[src/rtl/fetch_queue_pkg.sv]
// Shared widths and payload types for the fetch stage and its consumers.
package fetch_queue_pkg;

  localparam int unsigned ADDR_WIDTH = 16;
  localparam int unsigned INST_WIDTH = 32;
  localparam int unsigned FQ_DEPTH   = 8;

  typedef logic [ADDR_WIDTH-1:0] addr_t;
  typedef logic [INST_WIDTH-1:0] inst_t;

  // One queued fetch: the instruction word and the address it came from.
  typedef struct packed {
    inst_t inst;
    addr_t addr;
  } fq_entry_t;

  // Decode never consumes more than two entries per cycle; 3 behaves as 2.
  function automatic logic [1:0] clamp_issue(input logic [1:0] n);
    return (n == 2'd3) ? 2'd2 : n;
  endfunction

endpackage

[src/rtl/fetch_queue_if.sv]
// Fetch-queue bus: instruction memory, branch redirect and decode handshake.
interface fetch_queue_if
  #(parameter int unsigned DEPTH = fetch_queue_pkg::FQ_DEPTH);

  import fetch_queue_pkg::*;

  localparam int unsigned CW = $clog2(DEPTH) + 1;

  addr_t          pc;
  inst_t          instruction0;
  inst_t          instruction1;
  logic           branch_taken;
  addr_t          branch_target;
  logic [1:0]     issue_count;
  logic           out_valid0;
  logic           out_valid1;
  inst_t          out_inst0;
  inst_t          out_inst1;
  addr_t          out_pc0;
  addr_t          out_pc1;
  logic [CW-1:0]  count;

  // The fetch queue itself.
  modport master (
    output pc,
    input  instruction0, instruction1,
    input  branch_taken, branch_target,
    input  issue_count,
    output out_valid0, out_valid1,
    output out_inst0, out_inst1,
    output out_pc0, out_pc1,
    output count
  );

  // Memory, branch unit and decode surrounding the queue.
  modport slave (
    input  pc,
    output instruction0, instruction1,
    output branch_taken, branch_target,
    output issue_count,
    input  out_valid0, out_valid1,
    input  out_inst0, out_inst1,
    input  out_pc0, out_pc1,
    input  count
  );

endinterface

[src/rtl/fetch_queue_storage.sv]
// Entry array for the fetch queue: paired write at tail, paired read at head.
module fq_storage
  import fetch_queue_pkg::*;
#(
  parameter int unsigned DEPTH = FQ_DEPTH,
  localparam int unsigned PW   = $clog2(DEPTH)
) (
  input  logic          clk,
  input  logic          wr_en,
  input  logic [PW-1:0] wr_ptr,
  input  fq_entry_t     wr_data0,
  input  fq_entry_t     wr_data1,
  input  logic [PW-1:0] rd_ptr,
  output fq_entry_t     rd_data0,
  output fq_entry_t     rd_data1
);

  fq_entry_t mem [DEPTH];

  // Data carries no reset; occupancy is tracked by the owner.
  always_ff @(posedge clk) begin
    if (wr_en) begin
      mem[wr_ptr]           <= wr_data0;
      mem[wr_ptr + PW'(1)]  <= wr_data1;
    end
  end

  // Head and head+1 are always presented; validity is qualified upstream.
  always_comb begin
    rd_data0 = mem[rd_ptr];
    rd_data1 = mem[rd_ptr + PW'(1)];
  end

endmodule

[src/rtl/fetch_queue.sv]
// Dual-issue fetch: owns the PC, captures instruction pairs, feeds decode.
module fetch_queue
  import fetch_queue_pkg::*;
#(
  parameter int unsigned           DEPTH    = FQ_DEPTH,
  parameter logic [ADDR_WIDTH-1:0] RESET_PC = '0
) (
  input  logic          clk,
  input  logic          reset,
  fetch_queue_if.master bus
);

  localparam int unsigned PW = $clog2(DEPTH);
  localparam int unsigned CW = PW + 1;

  logic [PW-1:0] head;
  logic [PW-1:0] tail;
  logic [CW-1:0] count_q;
  addr_t         pc_q;

  logic [CW-1:0] issue_c;
  logic [CW-1:0] pop_c;
  logic [CW-1:0] count_after_pop_c;
  logic          push_c;
  logic          wr_en_c;
  fq_entry_t     wr_data0_c;
  fq_entry_t     wr_data1_c;
  fq_entry_t     rd_data0;
  fq_entry_t     rd_data1;

  // Pop is limited by occupancy; room for a pair is judged after the pop.
  always_comb begin
    issue_c           = CW'(clamp_issue(bus.issue_count));
    pop_c             = (issue_c < count_q) ? issue_c : count_q;
    count_after_pop_c = count_q - pop_c;
    push_c            = (count_after_pop_c <= CW'(DEPTH - 2));
    wr_en_c           = push_c && !bus.branch_taken;
    wr_data0_c        = '{inst: bus.instruction0, addr: pc_q};
    wr_data1_c        = '{inst: bus.instruction1, addr: pc_q + ADDR_WIDTH'(1)};
  end

  // Pointer, occupancy and PC update; a redirect overrides push and pop.
  always_ff @(posedge clk or negedge reset) begin
    if (!reset) begin
      head    <= '0;
      tail    <= '0;
      count_q <= '0;
      pc_q    <= RESET_PC;
    end else if (bus.branch_taken) begin
      head    <= '0;
      tail    <= '0;
      count_q <= '0;
      pc_q    <= bus.branch_target;
    end else begin
      head <= head + PW'(pop_c);
      if (push_c) begin
        tail    <= tail + PW'(2);
        pc_q    <= pc_q + ADDR_WIDTH'(2);
        count_q <= count_after_pop_c + CW'(2);
      end else begin
        count_q <= count_after_pop_c;
      end
    end
  end

  fq_storage #(.DEPTH(DEPTH)) u_storage (
    .clk      (clk),
    .wr_en    (wr_en_c),
    .wr_ptr   (tail),
    .wr_data0 (wr_data0_c),
    .wr_data1 (wr_data1_c),
    .rd_ptr   (head),
    .rd_data0 (rd_data0),
    .rd_data1 (rd_data1)
  );

  // Decode-facing view derived directly from registered state.
  always_comb begin
    bus.pc         = pc_q;
    bus.count      = count_q;
    bus.out_valid0 = (count_q >= CW'(1));
    bus.out_valid1 = (count_q >= CW'(2));
    bus.out_inst0  = rd_data0.inst;
    bus.out_pc0    = rd_data0.addr;
    bus.out_inst1  = rd_data1.inst;
    bus.out_pc1    = rd_data1.addr;
  end

endmodule

[src/flat_wrapper.sv]
// flat-port wrapper written by rule: the top's interface ports become plain ports
module fetch_queue_flat import fetch_queue_pkg::*;
#(
  parameter int unsigned           DEPTH    = FQ_DEPTH,
  parameter logic [ADDR_WIDTH-1:0] RESET_PC = '0
)
  (clk, reset, bus_pc, bus_instruction0, bus_instruction1, bus_branch_taken, bus_branch_target, bus_issue_count, bus_out_valid0, bus_out_valid1, bus_out_inst0, bus_out_inst1, bus_out_pc0, bus_out_pc1, bus_count);
  fetch_queue_if #(.DEPTH(DEPTH)) bus_i ();
  input  logic clk;
  input  logic reset;
  output wire logic [$bits(bus_i.pc)-1:0] bus_pc;
  input wire logic [$bits(bus_i.instruction0)-1:0] bus_instruction0;
  input wire logic [$bits(bus_i.instruction1)-1:0] bus_instruction1;
  input wire logic [$bits(bus_i.branch_taken)-1:0] bus_branch_taken;
  input wire logic [$bits(bus_i.branch_target)-1:0] bus_branch_target;
  input wire logic [$bits(bus_i.issue_count)-1:0] bus_issue_count;
  output wire logic [$bits(bus_i.out_valid0)-1:0] bus_out_valid0;
  output wire logic [$bits(bus_i.out_valid1)-1:0] bus_out_valid1;
  output wire logic [$bits(bus_i.out_inst0)-1:0] bus_out_inst0;
  output wire logic [$bits(bus_i.out_inst1)-1:0] bus_out_inst1;
  output wire logic [$bits(bus_i.out_pc0)-1:0] bus_out_pc0;
  output wire logic [$bits(bus_i.out_pc1)-1:0] bus_out_pc1;
  output wire logic [$bits(bus_i.count)-1:0] bus_count;
  assign bus_pc = bus_i.pc;
  assign bus_i.instruction0 = bus_instruction0;
  assign bus_i.instruction1 = bus_instruction1;
  assign bus_i.branch_taken = bus_branch_taken;
  assign bus_i.branch_target = bus_branch_target;
  assign bus_i.issue_count = bus_issue_count;
  assign bus_out_valid0 = bus_i.out_valid0;
  assign bus_out_valid1 = bus_i.out_valid1;
  assign bus_out_inst0 = bus_i.out_inst0;
  assign bus_out_inst1 = bus_i.out_inst1;
  assign bus_out_pc0 = bus_i.out_pc0;
  assign bus_out_pc1 = bus_i.out_pc1;
  assign bus_count = bus_i.count;
  fetch_queue #(.DEPTH(DEPTH), .RESET_PC(RESET_PC)) u_core (.clk(clk), .reset(reset), .bus(bus_i));
endmodule
[config.mk]
export PLATFORM = sky130hd
export DESIGN_NAME = fetch_queue_flat
export DESIGN_NICKNAME = d
export VERILOG_FILES = /design/src/rtl/fetch_queue_pkg.sv /design/src/rtl/fetch_queue_if.sv /design/src/rtl/fetch_queue_storage.sv /design/src/rtl/fetch_queue.sv /design/src/flat_wrapper.sv
export SDC_FILE = /design/constraint.sdc
export NUM_CORES = 1
export LEC_CHECK = 0
export BUFFER_PORTS_ARGS = -buffer_cell sky130_fd_sc_hd__buf_2
export CAP_MARGIN = 15
export CORE_AREA = 4 4 259 261
export CTS_BUF_LIST = sky130_fd_sc_hd__clkbuf_4 sky130_fd_sc_hd__clkbuf_8
export DETAILED_ROUTE_END_ITERATION = 16
export DIE_AREA = 0 0 263 265
export SYNTH_ARGS = -nofsm -noshare
export SYNTH_HDL_FRONTEND = slang
export SYNTH_HIERARCHICAL = 1
export SYNTH_SLANG_ARGS = --single-unit
[constraint.sdc]
create_clock -name clk -period 8.6 [get_ports clk]
set_clock_uncertainty 0.05 [all_clocks]
set_input_delay 1.72 -clock clk [delete_from_list [all_inputs] [get_ports clk]]
set_output_delay 1.72 -clock clk [all_outputs]
set_load 0.05 [all_outputs]
==> results of run 1 <==
==> stage by stage <==
stage | utilization, % | hold WS [ps] | cells | total power, mW
5_1_grt | 43.0 | 663 | 2776 | 11.6
4_1_cts | 43.0 | 617 | 2773 | 11.1
2_1_floorplan | - | 449 | 1715 | 7.64
3_3_place_gp | 40.8 | 593 | 2645 | 9.21
3_5_place_dp | 40.8 | 605 | 2645 | 9.30
6_report | 43.0 | 627 | 2776 | 11.1
==> registers in the layout, indices dropped and copies added, names as in the netlist <==
signal and flops:
u_core/head 3, u_core/bus.count 4, u_core/tail 2, u_core/u_storage/mem 384, u_core/bus.pc 16
==> layout by cell type (no fill, tap or decap), types with 4 or more instances in the layout <==
cell	count
nor2_1	20
clkbuf_8	78
nand2_1	25
mux2_1	12
dfrtp_1	22
a2111oi_0	96
buf_12	4
mux2_2	420
clkinv_1	11
nand3_1	7
nor4_1	54
nor3_1	5
mux2i_1	99
o31a_1	5
edfxtp_1	384
nand2b_1	6
xnor2_1	18
ha_1	8
mux4_2	96
and3_1	98
xor2_1	9
buf_4	23
inv_1	7
buf_2	202
nor2b_1	100
nand4_1	4
o21ai_0	16
clkbuf_4	31
==> worst max path at each step <==
| stage | to | slack, ps | cells past startpoint |
|---|---|---|---|
| 2_1_floorplan | u_core/u_storage/mem[6][0] | 1120 | 14 |
| 3_3_place_gp | u_core/u_storage/mem[5][33] | 1750 | 15 |
| 3_5_place_dp | u_core/u_storage/mem[5][34] | 1670 | 15 |
| 4_1_cts | bus_out_pc1[11] | 1980 | 6 |
| 5_1_grt | bus_out_pc1[10] | 1890 | 6 |
| 6_report | bus_out_pc1[11] | 2040 | 6 |
==> layer usage <==
metal,global-route usage [%],part of all wire (%),up-vias
met5,0,0,-
met4,7.16,2.8,0
met3,3.70,5.7,125
met2,33.6,49,539
met1,26.2,43,8408
li1,-,-,7221
==> cell type report <==
class,instances,area (um^2)
diodes,3,7.51
well taps,855,1070
multi-input cells,1145,11800
flip-flops and latches,409,12200
clock buffers,109,1310
clock inverters,19,96.3
fillers,5953,36800
inverters,7,26.3
repair buffers,229,1260
==> tightest hold or removal path, cell delays in order (launching register included) <==
cell and delay (ps):
dfrtp_1 470, xor2_1 100, nor2_1 70
==> cell families after synthesis <==
| kind of cell | Yosys count | synth area share (%) |
|---|---|---|
| muxes | 627 | 32.8 |
| DFF | 409 | 49.7 |
| and+or+nand+nor | 339 | 8.25 |
| buffers and inverters | 161 | 2.95 |
| AOI/OAI and AO/OA | 134 | 4.42 |
| xor gates and xnor gates | 32 | 1.24 |
| adders and majority gates | 11 | 0.624 |
| other | 1 | 0.0153 |
==> power groups by stage <==
stage                     Combinational, mW  Sequential [mW]  Clock, mW
after floorplan                        4.62             3.02          0
after global placement                 6.19             3.03          0
after detailed placement               6.25             3.05          0
after CTS                              6.27             3.01       1.85
after global routing                   6.64             3.06       1.94
final                                  6.31             3.02       1.80
==> impl_metrics.tcl, run 1 <==
set metrics [dict create \
    syn_inst 1714 \
    grt_pass1_wl_um 108000 \
    core_um2 64500 \
    grt_use_total_pct 20.0 \
    p_seq_share_pct 27.1 \
    via_count 16300 \
    insertion_delay_ps 650 \
    drtAntennaViolNets 0 \
    clockBufferDepth 3 \
    drtPass1Iterations 5 \
    leakagePower_nw 9.47 \
    ys.flop_type "edfxtp_1" \
    comb_power_share_pct 56.7 \
    yosysUniqueCellTypes 50 \
    p_switching_mw 5.40 \
    path_buf_inv 2 \
    swShare_pct 48.6 \
    cp.required_ps 6830 \
    finalSetupTns_ps 0 \
    pwr-share-clk_pct 16.1 \
    postLayoutCellArea_um2 27700 \
    hpwl_um 41800 \
    synth.ff_latch_count 409 \
    initial_core_util_pct 37.9 \
    synth_largest_area_cell "edfxtp_1" \
    placed_cell_area_um2 26300 \
    violations "max-slew violations" \
    r2r-end "u_core/u_storage/mem[5][34]" \
    startpoint "u_core/head[0]" \
    tightest_slew_ps 5980 \
    drc_errors 0 \
    async_flop_share_pct 6.11 \
    routabilityCongestion 0.809 \
    fin_crit_sh_pct 76.3 \
    synthTopCellsByCount "420 x mux2_2, 384 x edfxtp_1, 100 x nor2b_1" \
    synthTopCellsByArea "edfxtp_1 47%, mux2_2 19%, mux4_2 8.8%" \
    clk_pin_slew_ps 60 \
    worstHoldStart "u_core/tail[1]" \
    via_per_inst 5.87 \
    reg2regPathDepth 15 \
    hold_violations 0 \
    min_period_ps 6560 \
    max_stage_delay_ps 1080 \
    routed_wl_um 72400 \
    drv_slew 196 \
    cts_resized 0 \
    synth_most_common_cell "mux2_2" \
    io_pins 203 \
    synth_edf_count 384 \
    slew_headroom_pct -300 \
    synth_area_um2 24500 \
    globalRouteOverflowTotal 0 \
    ctsRootBufferMaster "clkbuf_8" \
    rsz0062_at_grt "false" \
    max-vdd-ir-drop_v 0.000391 \
    cts_setup_buffers 0 \
    critPathKind "flop to primary output" \
    die_height_um 265 \
    final_nets 1963 \
    cts_tree "done" \
    cts_sinks 409 \
    status "complete, but fails checks" \
    cp.arrival_ps 4790 \
    powerDensity_nw_per_um2 401 \
    rows 93 \
    r2r-start "u_core/bus.count[1]" \
    grt_start_max_net_pins 134 \
    crit_fanout 85 \
    synth_seq_area_share_pct 49.7 \
    synth_top_area_share_pct 47.2 \
    die-area_um2 69700 \
    hp-class "flop to flop" \
    antenna_found_initial 3 \
    fin_ws_ps 2040 \
    ff2ff_setup_slack_ps 2900 \
    path_cells "ha_4, buf_4, mux2i_1, and3_1, nor4_1, buf_2" \
    fp.dieW_um 263 \
    post-place-ws_ps 1670 \
    port_buffers 202 \
    intPower_mw 5.72 \
    first_global_vias 17500 \
    worst_hold_path.endpoint "u_core/tail[1]" \
    drt_iter0_drc 1065 \
    drt-wirelength-per-cell_um 26.1 \
    area_growth_pct 13.3 \
    setup_violations 0 \
    max_freq_mhz 152 \
    crit_slowest_cell "ha_4" \
    htree_levels 3 \
    drive_above_1_share_pct 46.3 \
    cts_hold_buf 0 \
    cts_inserted_buffers 75 \
    max-cap-violations 0 \
    path_delay_family "buffers and inverters" \
    ys_warn_count 6 \
    hold_depth 2 \
    endpoint_kind "primary output" \
    cp-start-kind "flop" \
    syn_area_per_cell_um2 14.3 \
]
(Power assumes the default switching activity.)
==> inputs of run 2 (changes only) <==
- ABC_AREA: not set -> 1
- CORE_AREA: 4 4 259 261 -> 4 4 283 285
- DIE_AREA: 0 0 263 265 -> 0 0 287 289
- clock period: 8.6 -> 6.66 ns (I/O delays scaled with it)
==> run 2 against run 1 <==
  * The run now ends clean
  * Critical path type unchanged
  * Worst setup slack worse by 520 ps
  * Sequential power is 35% higher
  * Clock-buffer cell count is 9 lower
  * Worst hold slack worse by 17 ps
  * Final cell count is 91% higher
  * Via count is 76% higher
  * Combinational power is 81% higher
==> impl_metrics.tcl, run 2 <==
set metrics [dict create \
    routabilityCongestion 0.797 \
    drtPass1Iterations 6 \
    post-place-ws_ps 1320 \
    endpoint_kind "primary output" \
    finalSetupTns_ps 0 \
    cts_setup_buffers 0 \
    synthTopCellsByArea "edfxtp_1 39%, nand2_1 27%, nand4_1 8.4%" \
    htree_levels 3 \
    critPathKind "flop to primary output" \
    synth_most_common_cell "nand2_1" \
    fin_crit_sh_pct 77.2 \
    drc_errors 0 \
    drt_iter0_drc 2867 \
    syn_inst 4285 \
    gr-usage-met3_pct 4.66 \
    leakagePower_nw 15.7 \
    synth_area_um2 29300 \
    gr-usage-met2_pct 41.2 \
    antenna_found_initial 4 \
    final_nets 4294 \
    ys_warn_count 6 \
    max-cap-violations 0 \
    yosysUniqueCellTypes 36 \
    cp.required_ps 5280 \
    reg2regPathDepth 17 \
    largest-register "u_core/u_storage/mem" \
    area_growth_pct 7.44 \
    die-area_um2 82900 \
    cts_hold_buf 0 \
    slew_headroom_pct 20.5 \
    tightest_slew_ps 1180 \
    drive_above_1_share_pct 9.57 \
    cp.arrival_ps 3760 \
    drt-wirelength-per-cell_um 20.1 \
    whs_ps 610 \
    synth_edf_count 384 \
    syn_area_per_cell_um2 6.83 \
    grt_use_met1_pct 32.9 \
    startpoint "u_core/head[0]" \
    clk_pin_slew_ps 60 \
    cts_tree "done" \
    clockBufferDepth 3 \
    design_power_total_mw 17.9 \
    placed_cell_area_um2 30000 \
    synth_seq_area_share_pct 41.5 \
    cts_inserted_buffers 78 \
    busiest_layer "met2" \
    async_flop_share_pct 6.11 \
    initial_core_util_pct 37.9 \
    synth.ff_latch_count 409 \
    fin_ws_ps 1520 \
    insertion_delay_ps 670 \
    postLayoutCellArea_um2 31500 \
    cp-start-kind "flop" \
    ys.flop_type "edfxtp_1" \
    globalRouteOverflowTotal 0 \
    crit_fanout 165 \
    synth_largest_area_cell "edfxtp_1" \
    final_common_cell "nand2_1" \
    ff2ff_setup_slack_ps 2160 \
    placed_cells 5156 \
    hold_violations 0 \
    utilization_pct 40.7 \
    r2r-start "u_core/bus.count[1]" \
    rsz0062_at_grt "false" \
    cts_resized 0 \
    n_fill_cell 8006 \
    grt_use_total_pct 25.0 \
    hpwl_um 55600 \
    max-vdd-ir-drop_v 0.000590 \
    fin_cells 5295 \
    final_cell_mix "2127 x nand2_1, 417 x nand3_1, 413 x inv_1" \
    cp-endpoint "bus_out_inst0[21]" \
    rows 102 \
    grt_start_max_net_pins 212 \
    via_per_inst 5.40 \
    setup_violations 0 \
    port_buffers 202 \
    max_freq_mhz 195 \
    die_height_um 289 \
    core_um2 77300 \
    cts_sinks 409 \
    drv_slew 0 \
    io_pins 203 \
    routed_wl_um 106000 \
    hp-class "primary input to async pin" \
    first_global_vias 26800 \
    min_period_ps 5140 \
    powerDensity_nw_per_um2 567 \
    grt_pass1_wl_um 161000 \
    drtAntennaViolNets 0 \
    synthTopCellsByCount "2127 x nand2_1, 417 x nand3_1, 414 x inv_1" \
    via_count 28600 \
    r2r-end "u_core/u_storage/mem[1][16]" \
    synth_top_area_share_pct 39.4 \
    ctsRootBufferMaster "clkbuf_8" \
    fp.dieW_um 287 \
    status "complete, no violations" \
    largest_register_ffs 384 \
]
## run 2: changes by cell type after synthesis, moves of 55 or more
cell       before   now
nand2_1        27  2127
mux2_2        420     0
nand3_1         7   417
inv_1           7   414
nand4_1         4   391
buf_2          67   246
nor2b_1       100     0
mux2i_1        99     0
and3_1         98     0
a2111oi_0      96     0
mux4_2         96     0
nor4_1         55     0
## run 2: layer usage
layer | vias to the layer above | wire length, um | share of wire, %
met1 | 13400 | 43800 | 41
met2 | 1381 | 48900 | 46
li1 | 13600 | - | -
met3 | 210 | 10300 | 9.7
met5 | - | 30 | 0.028
met4 | 4 | 3350 | 3.1
## run 2: critical path, cell delays in order, from the launching register on
cell     delay [ps]
dfrtp_4         580
inv_8           280
buf_16          460
buf_4           760
nand2_1         120
nand3_1         120
nand2_1          80
nand2_1          60
nand2_1         110
buf_2           240
## run 2: cells by family (layout without fill, tap and decap cells)
group	count (synthesis)	count (layout)	share of synthesized area, %
flops	409	409	41.5
compound gates	26	26	0.483
other cells	1	5	0.0128
simple gates	2978	2978	43.9
xor+xnor	16	16	0.504
fa+ha+maj	11	11	0.521
buf+inv	844	810	13.1
## run 2: layout make-up
| class | instances | area (um^2) | share of cell area [%] |
|---|---|---|---|
| well taps | 1040 | 1300 | 4.14 |
| flip-flops and latches | 409 | 12200 | 38.7 |
| clock inverters | 35 | 168 | 0.533 |
| inverters | 424 | 1630 | 5.17 |
| repair buffers | 251 | 1470 | 4.68 |
| diodes | 2 | 5.00 | 0.0159 |
| multi-input cells | 3034 | 13500 | 42.8 |
| clock buffers | 100 | 1240 | 3.94 |
## run 2: worst min-delay path by stage
stage	cells past startpoint	slack, ps	to
finish	1	610	u_core/bus.count[3]
global route	1	620	u_core/bus.pc[15]
CTS	1	580	u_core/bus.pc[14]
detailed placement	2	610	u_core/bus.count[3]
global placement	2	610	u_core/bus.count[3]
floorplan	2	450	u_core/head[2]
## run 2: power by group
group | internal (mW) | switching, mW | leakage, nW | total, mW
combinational | 2.41 | 9.00 | 11.2 | 11.4
sequential | 3.63 | 0.445 | 3.81 | 4.08
clock | 1.21 | 1.15 | 0.731 | 2.37
==> inputs of run 3 (changes only) <==
- ABC_AREA: 1 -> 0
- CORE_AREA: 4 4 283 285 -> 4 4 259 261
- DIE_AREA: 0 0 287 289 -> 0 0 263 265
- clock period: 6.66 -> 4.3 ns (I/O delays scaled with it)
==> run 3 against run 2 <==
  * The flow now finishes with violations (max-slew violations)
  * Via count shrank 42%
  * Sequential share of layout area grew 3.4 points
  * Die area shrank 16%
  * Clock power grew 55%
  * Final cell count shrank 46%
  * Power grew 30%
  * First-iteration DRC count shrank 61%
  * Register-to-register slack lost 2000 ps
  * Sequential power grew 46%
  * Global-route usage shrank 4.7 points
  * Worst setup slack lost 1500 ps
  * Wire length shrank 32%
  * Largest cell class is now registers
==> impl_metrics.tcl, run 3 (synthesized netlist as in run 1, its figures left out) <==
set metrics [dict create \
    drv_slew 196 \
    tightest_slew_ps 6580 \
    critPathKind "flop to primary output" \
    post-place-ws_ps -241 \
    ctsRootBufferMaster "clkbuf_8" \
    htree_levels 3 \
    routed_wl_um 72700 \
    drtAntennaViolNets 0 \
    clockBufferDepth 3 \
    r2r-start "u_core/bus.count[1]" \
    crit_fanout 40 \
    postLayoutCellArea_um2 28900 \
    whs_ps 155 \
    startpoint "u_core/head[1]" \
    cp.arrival_ps 3340 \
    hold_violations 0 \
    routabilityCongestion 0.791 \
    grt_pass1_wl_um 110000 \
    drt_iter0_drc 1126 \
    antenna_found_initial 6 \
    violations "max-slew violations" \
    hp-class "primary input to async pin" \
    cp.required_ps 3390 \
    via_count 16600 \
    drt-wirelength-per-cell_um 25.5 \
    status "complete, but fails checks" \
    drc_errors 0 \
    max_freq_mhz 235 \
    largest_register_ffs 384 \
    cts_inserted_buffers 76 \
    max_stage_delay_ps 700 \
    fin_crit_sh_pct 98.9 \
    leakagePower_nw 10.0 \
    endpoint_kind "primary output" \
    cp-start-kind "flop" \
    rows 93 \
    clk_pin_slew_ps 70 \
    path_buf_inv 2 \
    grt_use_total_pct 20.3 \
    finalSetupTns_ps 0 \
    largest-register "u_core/u_storage/mem" \
    slew_headroom_pct -340 \
    path_cells "ha_4, xnor2_2, buf_4, a2111oi_0, nor4_1, buf_2" \
    cts_hold_buf 0 \
    fp.dieW_um 263 \
    die_height_um 265 \
    max-vdd-ir-drop_v 0.000706 \
    cts_tree "done" \
    utilization_pct 44.9 \
    final_nets 2033 \
    io_pins 203 \
    via_per_inst 5.82 \
    area_growth_pct 18.3 \
    drtPass1Iterations 5 \
    max-cap-violations 0 \
    min_period_ps 4250 \
    insertion_delay_ps 670 \
    port_buffers 202 \
    setup_violations 0 \
    final_cell_mix "420 x mux2_2, 384 x edfxtp_1, 201 x buf_2" \
    placed_cell_area_um2 27400 \
    path_delay_family "buffers and inverters" \
    ff2ff_setup_slack_ps 200 \
    globalRouteOverflowTotal 0 \
    rsz0062_at_grt "false" \
    drive_above_1_share_pct 48.6 \
    core_um2 64500 \
    final_common_cell "mux2_2" \
    initial_core_util_pct 37.9 \
    n_fill_cell 5823 \
    hpwl_um 43500 \
    crit_slowest_cell "nor4_1" \
    first_global_vias 17400 \
    cts_sinks 409 \
    grt_start_max_net_pins 242 \
    fin_ws_ps 48.1 \
    die-area_um2 69700 \
    powerDensity_nw_per_um2 805 \
]
[run 3: changes by cell type in the layout (fill, tap and decap cells not counted), moves of 51 or more]
cell       before  now
and3_1          0   98
nor4_1          0   51
nand3_1       417    7
nor2b_1         0  100
nand4_1       391    4
a2111oi_0       0   96
mux4_2          0   96
nand2_1      2127   24
mux2_2          0  420
mux2i_1         0   99
inv_1         413    7
[run 3: worst paths after layout]
check / end / cells after the start
hold reg to reg: u_core/bus.count[0] / 3
setup reg to reg: u_core/u_storage/mem[5][16] / 15
setup / recovery: bus_out_pc1[6] / 6
min in group clk: u_core/bus.pc[7] / 3
hold / removal: u_core/bus.count[0] / 1
max in group asynchronous: u_core/head[0] / 1
[run 3: cell type report]
type                    instances  area [um^2]  share of cell area [%]
clock buffers                 104         1290                    4.47
well taps                     855         1070                    3.70
flip-flops and latches        409        12200                    42.1
repair buffers                298         2370                    8.20
clock inverters                31          165                   0.571
multi-input cells            1145        11800                    40.9
diodes                          3         7.51                  0.0260
inverters                       7         26.3                  0.0908
[run 3: what timing repair did]
| item | CTS | global route |
|---|---|---|
| setup buffers | 0 | 4 |
| setup endpoints to repair | 1 | 5 |
| pin swaps | 0 | 2 |
| resized for setup | 1 | 3 |
[run 3: stage by stage]
stage	power, mW	instances
after floorplan	15.4	1715
after global placement	19.3	2710
after detailed placement	19.4	2710
after CTS	23.2	2845
after global routing	24.3	2851
final	23.3	2852
[run 3: power by group]
group          switching (mW)  leakage, nW  internal (mW)
clock network            1.68        0.777           2.00
logic                    8.86         5.46           4.77
registers               0.496         3.80           5.46
[run 3: metal layers]
layer / vias up / global-route usage, % / routed length, um
li1: 7384 / - / -
met1: 8475 / 26.4 / 30300
met2: 601 / 34.0 / 35600
met3: 136 / 3.68 / 4330
met4: 4 / 7.98 / 2390
met5: - / 0 / 28
[run 3: worst reg2reg max path, delay by kind of cell (launching register included)]
family	cells	cell delay, ps
buffers and inverters	2	340
AND/OR/NAND/NOR	6	1200
flip-flops	1	390
adder cells (fa/ha/maj)	3	1030
AO/OA/AOI/OAI	2	370
multiplexers	2	450
